## config.mk

```make
export PLATFORM = sky130hd
export DESIGN_NAME = clock_core_param
export DESIGN_NICKNAME = d
export VERILOG_FILES = /design/src/rtl/clock_core_param.sv
export SDC_FILE = /design/constraint.sdc
export NUM_CORES = 1
export LEC_CHECK = 0
export BUFFER_PORTS_ARGS = -buffer_cell sky130_fd_sc_hd__buf_2
export CAP_MARGIN = 15
export CORE_ASPECT_RATIO = 0.75
export CORE_MARGIN = 3
export CORE_UTILIZATION = 34
export CTS_CLUSTER_DIAMETER = 120
export DETAILED_ROUTE_END_ITERATION = 16
export GPL_TIMING_DRIVEN = 0
export HOLD_SLACK_MARGIN = 0.05
export PLACE_DENSITY = 0.61
export RECOVER_POWER = 50
export REMOVE_ABC_BUFFERS = 1
export SYNTH_ARGS = -nofsm -noshare
export SYNTH_HDL_FRONTEND = slang
export SYNTH_SLANG_ARGS = --single-unit
```

## constraint.sdc

```tcl
create_clock -name CLK_50M -period 2.85 [get_ports CLK_50M]
set_clock_uncertainty 0.1 [all_clocks]
set_input_delay 0.4275 -clock CLK_50M [delete_from_list [all_inputs] [get_ports CLK_50M]]
set_output_delay 0.4275 -clock CLK_50M [all_outputs]
set_load 0.01 [all_outputs]
```

## src/rtl/clock_core_param.sv

```systemverilog
// clock_core_param
// Parametrised BCD timekeeping core for the seven-segment clock.
// Tick divider, auto-repeat adjust divider, 24-hour BCD time chain,
// combinational 12/24-hour output mapping and an HH:MM alarm with
// a bounded ring length.
//
// Optional feature macro: CLOCK_CHIME_EN (adds the Chime output).
//
// Ports:
//   CLK_50M   in   system clock, rising edge
//   nCR       in   asynchronous active-low reset
//   EN        in   1 = time runs, 0 = seconds frozen / carries blocked
//   Adj_Min   in   minute auto-repeat adjust (level)
//   Adj_Hour  in   hour auto-repeat adjust (level)
//   Mode12    in   1 = 12-hour output format
//   Alm_On    in   alarm enable
//   Alm_Hour  in   alarm hour, BCD
//   Alm_Min   in   alarm minute, BCD
//   Hour      out  BCD hour (00..23 or 01..12)
//   Minute    out  BCD minute
//   Second    out  BCD second
//   PM        out  internal hour >= 12
//   Sec       out  50% square wave at TICK_HZ
//   Tick      out  one-cycle strobe per tick
//   Alarm     out  alarm ringing
//   Chime     out  (CLOCK_CHIME_EN only) one tick period at each hour
module clock_core_param #(
    parameter int unsigned CLK_HZ    = 50000000,
    parameter int unsigned TICK_HZ   = 1,
    parameter int unsigned ADJ_HZ    = 4,
    parameter int unsigned ALARM_SEC = 30
) (
    input  logic       CLK_50M,
    input  logic       nCR,
    input  logic       EN,
    input  logic       Adj_Min,
    input  logic       Adj_Hour,
    input  logic       Mode12,
    input  logic       Alm_On,
    input  logic [7:0] Alm_Hour,
    input  logic [7:0] Alm_Min,
    output logic [7:0] Hour,
    output logic [7:0] Minute,
    output logic [7:0] Second,
    output logic       PM,
    output logic       Sec,
    output logic       Tick,
    output logic       Alarm
`ifdef CLOCK_CHIME_EN
    ,
    output logic       Chime
`endif
);

    localparam int unsigned TICK_DIV = CLK_HZ / TICK_HZ;
    localparam int unsigned ADJ_DIV  = CLK_HZ / ADJ_HZ;
    localparam int unsigned TW       = $clog2(TICK_DIV);
    localparam int unsigned AW       = $clog2(ADJ_DIV);

    typedef enum logic {
        ALM_IDLE,
        ALM_RING
    } alm_state_t;

    // BCD increment with explicit wrap at maxv; never relies on binary overflow.
    function automatic logic [7:0] bcd_inc(input logic [7:0] v, input logic [7:0] maxv);
        if (v == maxv)
            return 8'h00;
        else if (v[3:0] == 4'd9)
            return {v[7:4] + 4'd1, 4'd0};
        else
            return {v[7:4], v[3:0] + 4'd1};
    endfunction

    logic [TW-1:0] tick_cnt;
    logic [AW-1:0] adj_cnt;
    logic          adj_any;
    logic          adj_stb;

    logic [7:0]    hour;
    logic [7:0]    minute;
    logic [7:0]    second;
    logic          sec_step;
    logic          sec_carry;
    logic          min_carry;

    alm_state_t    alm_state;
    alm_state_t    alm_state_nxt;
    logic [7:0]    ring_cnt;
    logic [7:0]    ring_cnt_nxt;
    logic          tick_seen;
    logic          adj_min_q;
    logic          adj_hour_q;
    logic          adj_rise;
    logic          alm_valid;
    logic          alm_match;

    // ---------------- dividers ----------------
    assign Tick    = (tick_cnt == TW'(TICK_DIV - 1));
    assign Sec     = (tick_cnt >= TW'(TICK_DIV / 2));
    assign adj_any = Adj_Min | Adj_Hour;
    assign adj_stb = adj_any && (adj_cnt == AW'(ADJ_DIV - 1));

    always_ff @(posedge CLK_50M or negedge nCR) begin
        if (!nCR) begin
            tick_cnt <= '0;
            adj_cnt  <= '0;
        end else begin
            tick_cnt <= Tick ? '0 : tick_cnt + TW'(1);
            // Held at zero while idle so the first step lands one full
            // adjust period after the key goes down.
            if (!adj_any || adj_stb)
                adj_cnt <= '0;
            else
                adj_cnt <= adj_cnt + AW'(1);
        end
    end

    // ---------------- time chain ----------------
    assign sec_step  = Tick && EN;
    assign sec_carry = sec_step && (second == 8'h59);
    assign min_carry = sec_carry && !Adj_Min && (minute == 8'h59);

    always_ff @(posedge CLK_50M or negedge nCR) begin
        if (!nCR) begin
            hour   <= '0;
            minute <= '0;
            second <= '0;
        end else begin
            if (sec_step)
                second <= bcd_inc(second, 8'h59);

            if (Adj_Min) begin
                if (adj_stb)
                    minute <= bcd_inc(minute, 8'h59);
            end else if (sec_carry) begin
                minute <= bcd_inc(minute, 8'h59);
            end

            if (Adj_Hour) begin
                if (adj_stb)
                    hour <= bcd_inc(hour, 8'h23);
            end else if (min_carry) begin
                hour <= bcd_inc(hour, 8'h23);
            end
        end
    end

    assign Minute = minute;
    assign Second = second;
    assign PM     = (hour >= 8'h12);

    // 12-hour view: 00->12, 13..19 -> 01..07, 20..23 -> 08..11.
    always_comb begin
        Hour = hour;
        if (Mode12) begin
            if (hour == 8'h00)
                Hour = 8'h12;
            else if (hour <= 8'h12)
                Hour = hour;
            else if (hour[7:4] == 4'd1)
                Hour = {4'd0, hour[3:0] - 4'd2};
            else if (hour[3:0] < 4'd2)
                Hour = {4'd0, hour[3:0] + 4'd8};
            else
                Hour = {4'd1, hour[3:0] - 4'd2};
        end
    end

    // ---------------- alarm ----------------
    assign alm_valid = (Alm_Hour[3:0] <= 4'd9) && (Alm_Min[3:0] <= 4'd9) &&
                       (Alm_Hour <= 8'h23) && (Alm_Min <= 8'h59);
    // tick_seen marks the cycle right after a counted tick, i.e. the first
    // cycle in which the registers show the newly ticked time.
    assign alm_match = tick_seen && alm_valid && Alm_On && !adj_any &&
                       (hour == Alm_Hour) && (minute == Alm_Min) &&
                       (second == 8'h00);
    assign adj_rise  = (Adj_Min && !adj_min_q) || (Adj_Hour && !adj_hour_q);

    always_comb begin
        alm_state_nxt = alm_state;
        ring_cnt_nxt  = ring_cnt;
        case (alm_state)
            ALM_IDLE: begin
                if (alm_match) begin
                    alm_state_nxt = ALM_RING;
                    ring_cnt_nxt  = 8'(ALARM_SEC);
                end
            end
            ALM_RING: begin
                if (!Alm_On || adj_rise) begin
                    alm_state_nxt = ALM_IDLE;
                    ring_cnt_nxt  = '0;
                end else if (Tick) begin
                    if (ring_cnt <= 8'd1) begin
                        alm_state_nxt = ALM_IDLE;
                        ring_cnt_nxt  = '0;
                    end else begin
                        ring_cnt_nxt  = ring_cnt - 8'd1;
                    end
                end
            end
            default: begin
                alm_state_nxt = ALM_IDLE;
                ring_cnt_nxt  = '0;
            end
        endcase
    end

    always_ff @(posedge CLK_50M or negedge nCR) begin
        if (!nCR) begin
            alm_state  <= ALM_IDLE;
            ring_cnt   <= '0;
            tick_seen  <= 1'b0;
            adj_min_q  <= 1'b0;
            adj_hour_q <= 1'b0;
        end else begin
            alm_state  <= alm_state_nxt;
            ring_cnt   <= ring_cnt_nxt;
            tick_seen  <= sec_step && !adj_any;
            adj_min_q  <= Adj_Min;
            adj_hour_q <= Adj_Hour;
        end
    end

    assign Alarm = (alm_state == ALM_RING);

`ifdef CLOCK_CHIME_EN
    // Only the normal carry into 00:00 sets the chime; it lasts until the
    // following tick, giving exactly one tick period.
    always_ff @(posedge CLK_50M or negedge nCR) begin
        if (!nCR)
            Chime <= 1'b0;
        else if (Tick)
            Chime <= min_carry;
    end
`endif

endmodule
```

==> results of run 1 <==
-- repair_timing --
| action | 4_1_cts | 5_1_grt |
|---|---|---|
| hold endpoints to repair | 34 | 0 |
| pin swaps | 1 | 1 |
| resized for setup | 7 | 9 |
| hold buffers | 1 | 0 |
| endpoints found under the setup margin | 13 | 13 |
| setup buffers | 0 | 10 |
-- cells in the final DEF, fill, tap and decap left out, drive strengths merged, types with 3 or more instances in the layout --
master / Yosys / layout
or3: 6 / 6
xor2: 35 / 35
nor4: 23 / 23
nor3b: 5 / 5
inv: 27 / 27
and2: 8 / 8
a21oi: 19 / 19
clkbuf: 16 / 20
o221ai: 3 / 3
o21a: 4 / 4
nor2b: 6 / 6
nand3: 38 / 38
nor4b: 3 / 3
mux2: 9 / 9
a32oi: 4 / 4
ha: 21 / 21
and3b: 4 / 4
nor2: 67 / 67
nand4: 18 / 18
or4: 5 / 5
and4: 9 / 9
buf: 1 / 53
nor3: 17 / 17
nand3b: 3 / 3
o21ai: 19 / 19
nand2: 40 / 40
and3: 12 / 12
dfrtp: 86 / 86
a31oi: 5 / 5
o211ai: 7 / 7
nor4bb: 3 / 3
xnor2: 25 / 25
o31ai: 6 / 6
clkinv: 0 / 3
or4b: 3 / 3
-- per-layer routing --
metal | routed length, um | global-route usage, %
met4 | 208 | 4.51
met1 | 6800 | 24.5
met5 | 0 | 0
met2 | 5790 | 24.1
met3 | 900 | 4.29
-- where the power goes --
group / internal [mW] / switching [mW] / leakage (nW) / total (mW)
Clock: 0.766 / 0.488 / 0.152 / 1.25
Combinational: 0.0905 / 0.165 / 1.43 / 0.255
Sequential: 1.26 / 0.0358 / 1.15 / 1.29
Total: 2.11 / 0.688 / 2.74 / 2.80
-- state kept, by name (all words and copies together), names as in the netlist --
signal      count
tick_cnt       26
adj_cnt        24
Minute          8
Second          8
hour            8
ring_cnt        8
Alarm           1
adj_hour_q      1
adj_min_q       1
tick_seen       1
-- area by class of cell --
cell class / count / share of cell area [%]
timing repair buffer: 64 / 5.72
antenna: 1 / 0.0406
sequential: 86 / 35.0
tap: 200 / 4.06
inverter: 27 / 1.64
clock inverter: 6 / 1.40
multi-input combinational: 448 / 48.4
clock buffer: 10 / 3.71
-- worst paths after layout --
kind | startpoint | end | slack [ns]
hold / removal | Adj_Min | adj_min_q | 0.25
max in group asynchronous | nCR | hour[3] | 0.66
setup reg to reg | tick_cnt[17] | hour[1] | 0.31
min in group asynchronous | nCR | adj_cnt[0] | 0.63
setup / recovery | tick_cnt[18] | Tick | 0.12
hold reg to reg | adj_cnt[0] | adj_cnt[0] | 0.38
-- cells by family after synthesis --
logic type,count (synthesis)
buf+inv,44
mux,9
fa+ha+maj,21
compound gates,80
flops,86
simple gates,278
xor+xnor,60
-- through the flow --
step	TNS, ns	hold WS [ns]	util (%)
3_3_place_gp	-27.35	0.374	38.5
5_1_grt	-0.0229	0.255	41.7
3_5_place_dp	-0.617	0.323	38.9
4_1_cts	-0.0145	0.178	41.2
2_1_floorplan	-0.907	0.0319	-
6_report	0	0.250	41.7
==> flow_metrics.tcl, run 1 <==
set metrics [dict create \
    postSynthAreaPerCell_um2 9.09 \
    coreArea_um2 14800 \
    multi_input_area_um2 2990 \
    path_depth 6 \
    regArea_um2 2160 \
    setup_violations 0 \
    worstHoldPathCells 1 \
    synth_cells 578 \
    die_h_um 114 \
    path_max_fanout 10 \
    final_cell_count_no_fill 842 \
    critPathLaunchType "flop" \
    globalplace.congestion 0.918 \
    htree_levels 3 \
    start_util_pct 35.5 \
    yosysTopAreaCellShare_pct 41.0 \
    final_nets 680 \
    crit_buf_inv 3 \
    leakagePower_nw 2.74 \
    p_per_area_nw_per_um2 454 \
    clockBufferDepth 2 \
    finalHoldViolCount 0 \
    worst_ep_arrival_time_ns 2.21 \
    grt_remaining_overflow 0 \
    rsz0062_at_grt "yes" \
    place_ws_ns -0.176 \
    synthMuxAreaShare_pct 2.07 \
    placed_cell_area_um2 5750 \
    ios 51 \
    synth_adder_area_share_pct 5.00 \
    die_x_um 150 \
    synth_most_common_cell "dfrtp_1" \
    crit_path_end_kind "output port" \
    drv_cap 0 \
    cts_buffers 9 \
    viasPerCell 5.50 \
    synth_ff_type "dfrtp_1" \
    maxSlewViolCount 0 \
    synthArstFlopShare_pct 100 \
    clkLatencyLatePin_ns 0.35 \
    drc 0 \
    row_count 38 \
    firstDrtPassIters 5 \
    cpLargestDelayFamily "simple AND/OR/NAND/NOR gates" \
    dieArea_um2 17000 \
    synth_compound_area_share_pct 9.91 \
    slowest_delay_ns 0.47 \
    cpMaxStageDelayCell "dfrtp_1" \
    worst_r2r_path_depth 5 \
    clkTransAtPathRegs_ns 0.06 \
    dp.cells 814 \
    hp-class "input port to flop" \
    antenna_left 0 \
    drtIter0Drc 406 \
    synth_top_family_by_area "simple AND/OR/NAND/NOR gates" \
    wire_per_inst_um 16.3 \
    antenna_found_initial 1 \
    area_growth_pct 17.4 \
    root_buffer "clkbuf_16" \
    postLayoutCellArea_um2 6170 \
    synth_common_cells "dfrtp_1, nor2_1, nand2_1" \
    drive_gt1_share_pct 15.9 \
    crit_required_ns 2.32 \
    grt_pass1_wl_um 22700 \
    clock.fmax_ghz 0.366 \
    netlist_area_um2 5250 \
    fillers 1455 \
    ys_seq_area_share_pct 41.0 \
    num_vias 4628 \
    min_period_ns 2.73 \
    cpMostUsedCell "buf_6" \
    status "complete, no violations" \
    yosysWarnings 0 \
    path_cells "nor4bb_1, nand3_1, nor3_4, buf_6, buf_6, buf_2" \
    slew_headroom_pct 34.9 \
    cts_num_sinks 86 \
    worst_pin_slew_ns 0.977 \
    dp_hpwl_um 10100 \
    setup_slack_ns 0.116 \
    synth_xor_area_share_pct 10.0 \
    crit_type "flop to output port" \
    vdd_drop_max_uv 272 \
    drt-total-wl_um 13700 \
    grt_max_degree 53 \
    synth_edf_count 0 \
    synth_simple_gate_area_share_pct 28.9 \
    track_usage_pct 16.6 \
    finalPower_mw 2.80 \
    fin_crit_sh_pct 95.9 \
    port_buffers 50 \
    synth_cell_types 55 \
    cts_tree "built" \
    synth.largest_area_cell "dfrtp_1" \
    synthTopCellsByArea "dfrtp_1, xor2_1, ha_1, nor2_1, xnor2_1" \
    grt_pass1_vias 4385 \
    yosys_register_bits 86 \
]
(Power assumes the default switching activity.)
==> inputs of run 2 (changes only) <==
--- a/config.mk
+++ b/config.mk
@@ -14,7 +14,7 @@
 export DETAILED_ROUTE_END_ITERATION = 16
 export GPL_TIMING_DRIVEN = 0
 export HOLD_SLACK_MARGIN = 0.05
-export PLACE_DENSITY = 0.61
+export PLACE_DENSITY_LB_ADDON = 0.2
 export RECOVER_POWER = 50
 export REMOVE_ABC_BUFFERS = 1
 export SYNTH_ARGS = -nofsm -noshare
==> run 2 against run 1 <==
  * Non-clock buffer count down 4
  * Final cell count down 0.59%
  * Maximum frequency down 0.83%
  * Total power down 4.4%
  * First-iteration DRC count down 3.7%
  * Combinational power about the same
  * Die area unchanged
  * Clock-buffer cell count up 2
  * Utilization down 0.46 points
  * Hold slack worse by 0.028 ns
  * Critical path depth down 1
  * Clock power down 9.6%
  * Critical path type unchanged
  * Largest cell class unchanged
  * Largest power group unchanged
==> flow_metrics.tcl, run 2 (synthesis results as in run 1) <==
set metrics [dict create \
    status "complete, no violations" \
    pwr-share-clk_pct 42.2 \
    mostFrequentLayoutCells "dfrtp_1, nor2_1, nand2_1" \
    die_x_um 150 \
    leakagePower_nw 2.70 \
    crit_required_ns 2.32 \
    root_buffer "clkbuf_16" \
    p_per_area_nw_per_um2 439 \
    clkTransAtPathRegs_ns 0.06 \
    drt-total-wl_um 13600 \
    drv_cap 0 \
    intPower_mw 2.00 \
    die_h_um 114 \
    track_usage_pct 16.7 \
    fillers 1469 \
    hp-class "input port to flop" \
    rsz0062_at_grt "no" \
    grt_remaining_overflow 0 \
    setup_slack_ns 0.0928 \
    min_period_ns 2.76 \
    reg_top3 "tick_cnt x26, adj_cnt x24" \
    tns_ns 0 \
    antenna_found_initial 0 \
    globalplace.congestion 0.878 \
    crit_type "flop to output port" \
    grt_max_degree 55 \
    antenna_left 0 \
    clock.fmax_ghz 0.363 \
    regMostFlops "tick_cnt" \
    p_comb_share_pct 9.6 \
    finalPower_mw 2.68 \
    row_count 38 \
    wire_per_inst_um 16.3 \
    critPathLaunchType "flop" \
    place_ws_ns -0.161 \
    p_sw_share_pct 25.2 \
    dp.cells 815 \
    drtIter0Drc 391 \
    worstHoldPathCells 1 \
    drive_gt1_share_pct 14.4 \
    area_growth_pct 16.2 \
    whs_ns 0.222 \
    n_antenna_cell 0 \
    path_max_fanout 12 \
    largest_reg_flops 26 \
    htree_levels 3 \
    worst_ep_arrival_time_ns 2.23 \
    clkLatencyLatePin_ns 0.34 \
    ios 51 \
    dieArea_um2 17000 \
    layout_commonest_cell "dfrtp_1" \
    power.switching_mw 0.674 \
    fin_crit_sh_pct 96.7 \
    seqPwrFrac_pct 48.2 \
    viasPerCell 5.37 \
    cts_num_sinks 86 \
    vdd_drop_max_uv 241 \
    coreArea_um2 14800 \
    final_nets 676 \
    final_cell_count_no_fill 837 \
    grt_pass1_wl_um 22600 \
    finalHoldViolCount 0 \
    worst_r2r_path_depth 5 \
    start_util_pct 35.5 \
    firstDrtPassIters 5 \
    clockBufferDepth 2 \
    cts_tree "built" \
    slew_headroom_pct 42.1 \
    setup_violations 0 \
    crit_path_end_kind "output port" \
    port_buffers 50 \
    maxSlewViolCount 0 \
    dp_hpwl_um 10200 \
    cts_buffers 9 \
    drc 0 \
    grt_pass1_vias 4279 \
    worst_pin_slew_ns 0.869 \
    num_vias 4498 \
]
## run 2: cell count changes in the layout (fill, tap and decap cells not counted), moves of 2 or more
cell,before,now
buf_2,42,38
clkinv_2,2,4
bufinv_16,2,0
buf_4,9,5
clkbuf_8,0,3
clkbuf_1,9,11
## run 2: critical path: stages, from the launching register on
cell and delay [ns]:
dfrtp_2 0.49, or3_1 0.42, nor4_1 0.41, o21ai_0 0.20
a32oi_1 0.20, buf_2 0.17
## run 2: path summary, 6_finish.rpt
kind	startpoint	end	slack, ns
setup / recovery	hour[3]	Hour[4]	0.09
min in group asynchronous	nCR	adj_cnt[3]	0.62
setup reg to reg	tick_cnt[3]	tick_cnt[22]	0.34
hold reg to reg	adj_cnt[0]	adj_cnt[0]	0.38
max in group asynchronous	nCR	tick_cnt[6]	0.69
hold / removal	Adj_Hour	adj_hour_q	0.22
## run 2: timing repair
action | CTS | global route
resized for setup | 5 | 7
buffers inserted | 0 | 5
hold endpoints to repair | 32 | 0
gates cloned | 0 | 0
setup endpoints to repair | 13 | 6
hold buffers | 1 | 0
## run 2: metal layers
layer	wire length, um	share of wire (%)	track usage, %	up-vias
li1	-	-	-	2192
met1	7220	53	25.7	2185
met2	5560	41	23.2	111
met3	714	5.2	4.57	10
met4	137	1.0	3.78	0
met5	0	0	0	-
## run 2: power groups by stage
stage	registers, mW	logic, mW	clock network, mW
final	1.29	0.258	1.13
after global routing	1.30	0.297	1.21
after CTS	1.29	0.266	1.18
after detailed placement	1.31	0.263	0
after global placement	1.31	0.247	0
after floorplan	1.31	0.156	0
## run 2: layout make-up
type                            count  area, um2  area share, %
Inverter                           27        101           1.66
Tap cell                          200        250           4.10
Clock buffer                       12        267           4.37
Clock inverter                      4       20.0          0.328
Timing Repair Buffer               60        329           5.39
Sequential cell                    86       2160           35.4
Multi-Input combinational cell    448       2980           48.8
## run 2: stage by stage
step           instance area, um2  util, %
2_1_floorplan                5190        -
3_3_place_gp                 5690     38.5
3_5_place_dp                 5760     39.0
4_1_cts                      6070     41.1
5_1_grt                      6100     41.3
6_report                     6100     41.3
==> inputs of run 3 (changes only) <==
--- a/config.mk
+++ b/config.mk
@@ -12,11 +12,13 @@
 export CORE_UTILIZATION = 34
 export CTS_CLUSTER_DIAMETER = 120
 export DETAILED_ROUTE_END_ITERATION = 16
+export GPL_ROUTABILITY_DRIVEN = 1
 export GPL_TIMING_DRIVEN = 0
-export HOLD_SLACK_MARGIN = 0.05
+export HOLD_SLACK_MARGIN = 0.08
 export PLACE_DENSITY_LB_ADDON = 0.2
 export RECOVER_POWER = 50
 export REMOVE_ABC_BUFFERS = 1
+export SETUP_SLACK_MARGIN = 0.3
 export SYNTH_ARGS = -nofsm -noshare
 export SYNTH_HDL_FRONTEND = slang
 export SYNTH_SLANG_ARGS = --single-unit
==> run 3 against run 2 <==
  * Total power about the same
  * Register-to-register slack improved by 0.02 ns
  * Non-clock buffer count increased by 5
  * Final cell count increased by 0.60%
  * Largest cell class unchanged
==> flow_metrics.tcl, run 3 (synthesis results as in run 1) <==
set metrics [dict create \
    clockBufferDepth 2 \
    drv_cap 0 \
    mostFrequentLayoutCells "dfrtp_1, nor2_1, nand2_1, buf_2, nand3_1" \
    cts_buffers 9 \
    status "complete, no violations" \
    die_h_um 114 \
    crit_required_ns 2.32 \
    area_growth_pct 18.9 \
    clock.fmax_ghz 0.399 \
    drt-total-wl_um 13900 \
    n_antenna_cell 0 \
    hp-class "input port to flop" \
    grt_remaining_overflow 0 \
    critPathLaunchType "flop" \
    grt_pass1_wl_um 22600 \
    setup_violations 0 \
    cpLargestDelayFamily "simple AND/OR/NAND/NOR gates" \
    path_max_fanout 6 \
    antenna_found_initial 0 \
    drtIter0Drc 309 \
    worst_pin_slew_ns 0.851 \
    dp_hpwl_um 10200 \
    reg_top3 "tick_cnt x26, adj_cnt x24" \
    crit_type "flop to output port" \
    layout_commonest_cell "dfrtp_1" \
    row_count 38 \
    finalPower_mw 2.68 \
    regArea_um2 2160 \
    maxSlewViolCount 0 \
    placed_cell_area_um2 5760 \
    clkTransAtPathRegs_ns 0.06 \
    wire_per_inst_um 16.5 \
    tns_ns 0 \
    regMostFlops "tick_cnt" \
    fillers 1458 \
    rsz0062_at_grt "yes" \
    crit_buf_inv 1 \
    p_per_area_nw_per_um2 429 \
    start_util_pct 35.5 \
    num_vias 4562 \
    htree_levels 3 \
    min_period_ns 2.51 \
    largest_reg_flops 26 \
    drc 0 \
    clkLatencyLatePin_ns 0.34 \
    drive_gt1_share_pct 17.6 \
    root_buffer "clkbuf_16" \
    firstDrtPassIters 5 \
    postLayoutCellArea_um2 6250 \
    port_buffers 50 \
    grt_pass1_vias 4306 \
    vdd_drop_max_uv 241 \
    die_x_um 150 \
    multi_input_area_um2 3070 \
    globalplace.congestion 0.878 \
    viasPerCell 5.42 \
    fin_crit_sh_pct 88.0 \
    track_usage_pct 16.7 \
    slew_headroom_pct 43.3 \
    grt_max_degree 55 \
    cts_tree "built" \
    worst_ep_arrival_time_ns 1.98 \
    crit_path_end_kind "output port" \
    coreArea_um2 14800 \
    slowest_delay_ns 0.43 \
    path_cells "or3_4, a21oi_4, o21ai_4, nand2_2, mux2_4, buf_6" \
    dieArea_um2 17000 \
    cpMaxStageDelayCell "or3_4" \
    ios 51 \
    cts_num_sinks 86 \
    finalHoldViolCount 0 \
    final_nets 681 \
    leakagePower_nw 2.74 \
    antenna_left 0 \
]
run 3: cell count changes in the layout (fill, tap and decap cells not counted), moves of 2 or more:
| cell | before | now |
|---|---|---|
| nor2_2 | 2 | 0 |
| nor4_1 | 20 | 18 |
| buf_4 | 5 | 10 |
| dfrtp_2 | 4 | 7 |
| nand2_1 | 40 | 38 |
| nor2_4 | 0 | 2 |
| nand2_2 | 0 | 2 |
| dfrtp_1 | 82 | 79 |
run 3: timing repair:
action	CTS	global route
hold buffers	1	0
pin swaps	3	9
hold endpoints to repair	32	0
gates cloned	0	0
buffers inserted	6	4
setup endpoints to repair	21	20
gates resized for setup	15	22
run 3: final cells by class:
| type | instances | share of cell area, % |
|---|---|---|
| multi-input cells | 448 | 49.2 |
| flip-flops and latches | 86 | 34.6 |
| repair buffers | 65 | 5.99 |
| clock buffers | 12 | 4.27 |
| well taps | 200 | 4.01 |
| inverters | 27 | 1.62 |
| clock inverters | 4 | 0.321 |
run 3: final timing paths:
| check | startpoint | to | slack, ns | cells past startpoint |
|---|---|---|---|---|
| worst max-delay path | hour[2] | Hour[2] | 0.34 | 6 |
| worst min-delay path | Adj_Hour | adj_hour_q | 0.23 | 1 |
| worst max register to register | adj_cnt[5] | hour[1] | 0.36 | 5 |
| worst min register to register | adj_cnt[0] | adj_cnt[0] | 0.38 | 1 |
| max in group asynchronous | nCR | tick_cnt[7] | 0.65 | 3 |
| min in group asynchronous | nCR | adj_cnt[3] | 0.62 | 2 |
run 3: through the flow:
stage               hold WS (ns)  setup slack, ns  std cells  utilization [%]
CTS                        0.164            0.238        838             41.6
global route               0.217            0.228        842             42.2
global placement           0.378            -1.66        811             38.5
floorplan                 0.0319           -0.269        561                -
finish                     0.227            0.343        842             42.2
detailed placement         0.318           -0.161        815             39.0
run 3: metal layers:
layer	vias up	GRT usage [%]	share of wire, %
met4	0	3.78	0.99
met1	2215	25.7	52
met2	135	23.4	42
li1	2202	-	-
met5	-	0	0
met3	10	4.57	5.6
run 3: report_power, final:
| part | switching (mW) | internal (mW) | leakage, nW |
|---|---|---|---|
| Clock | 0.474 | 0.656 | 0.148 |
| Sequential | 0.0353 | 1.26 | 1.15 |
| Combinational | 0.166 | 0.0928 | 1.45 |
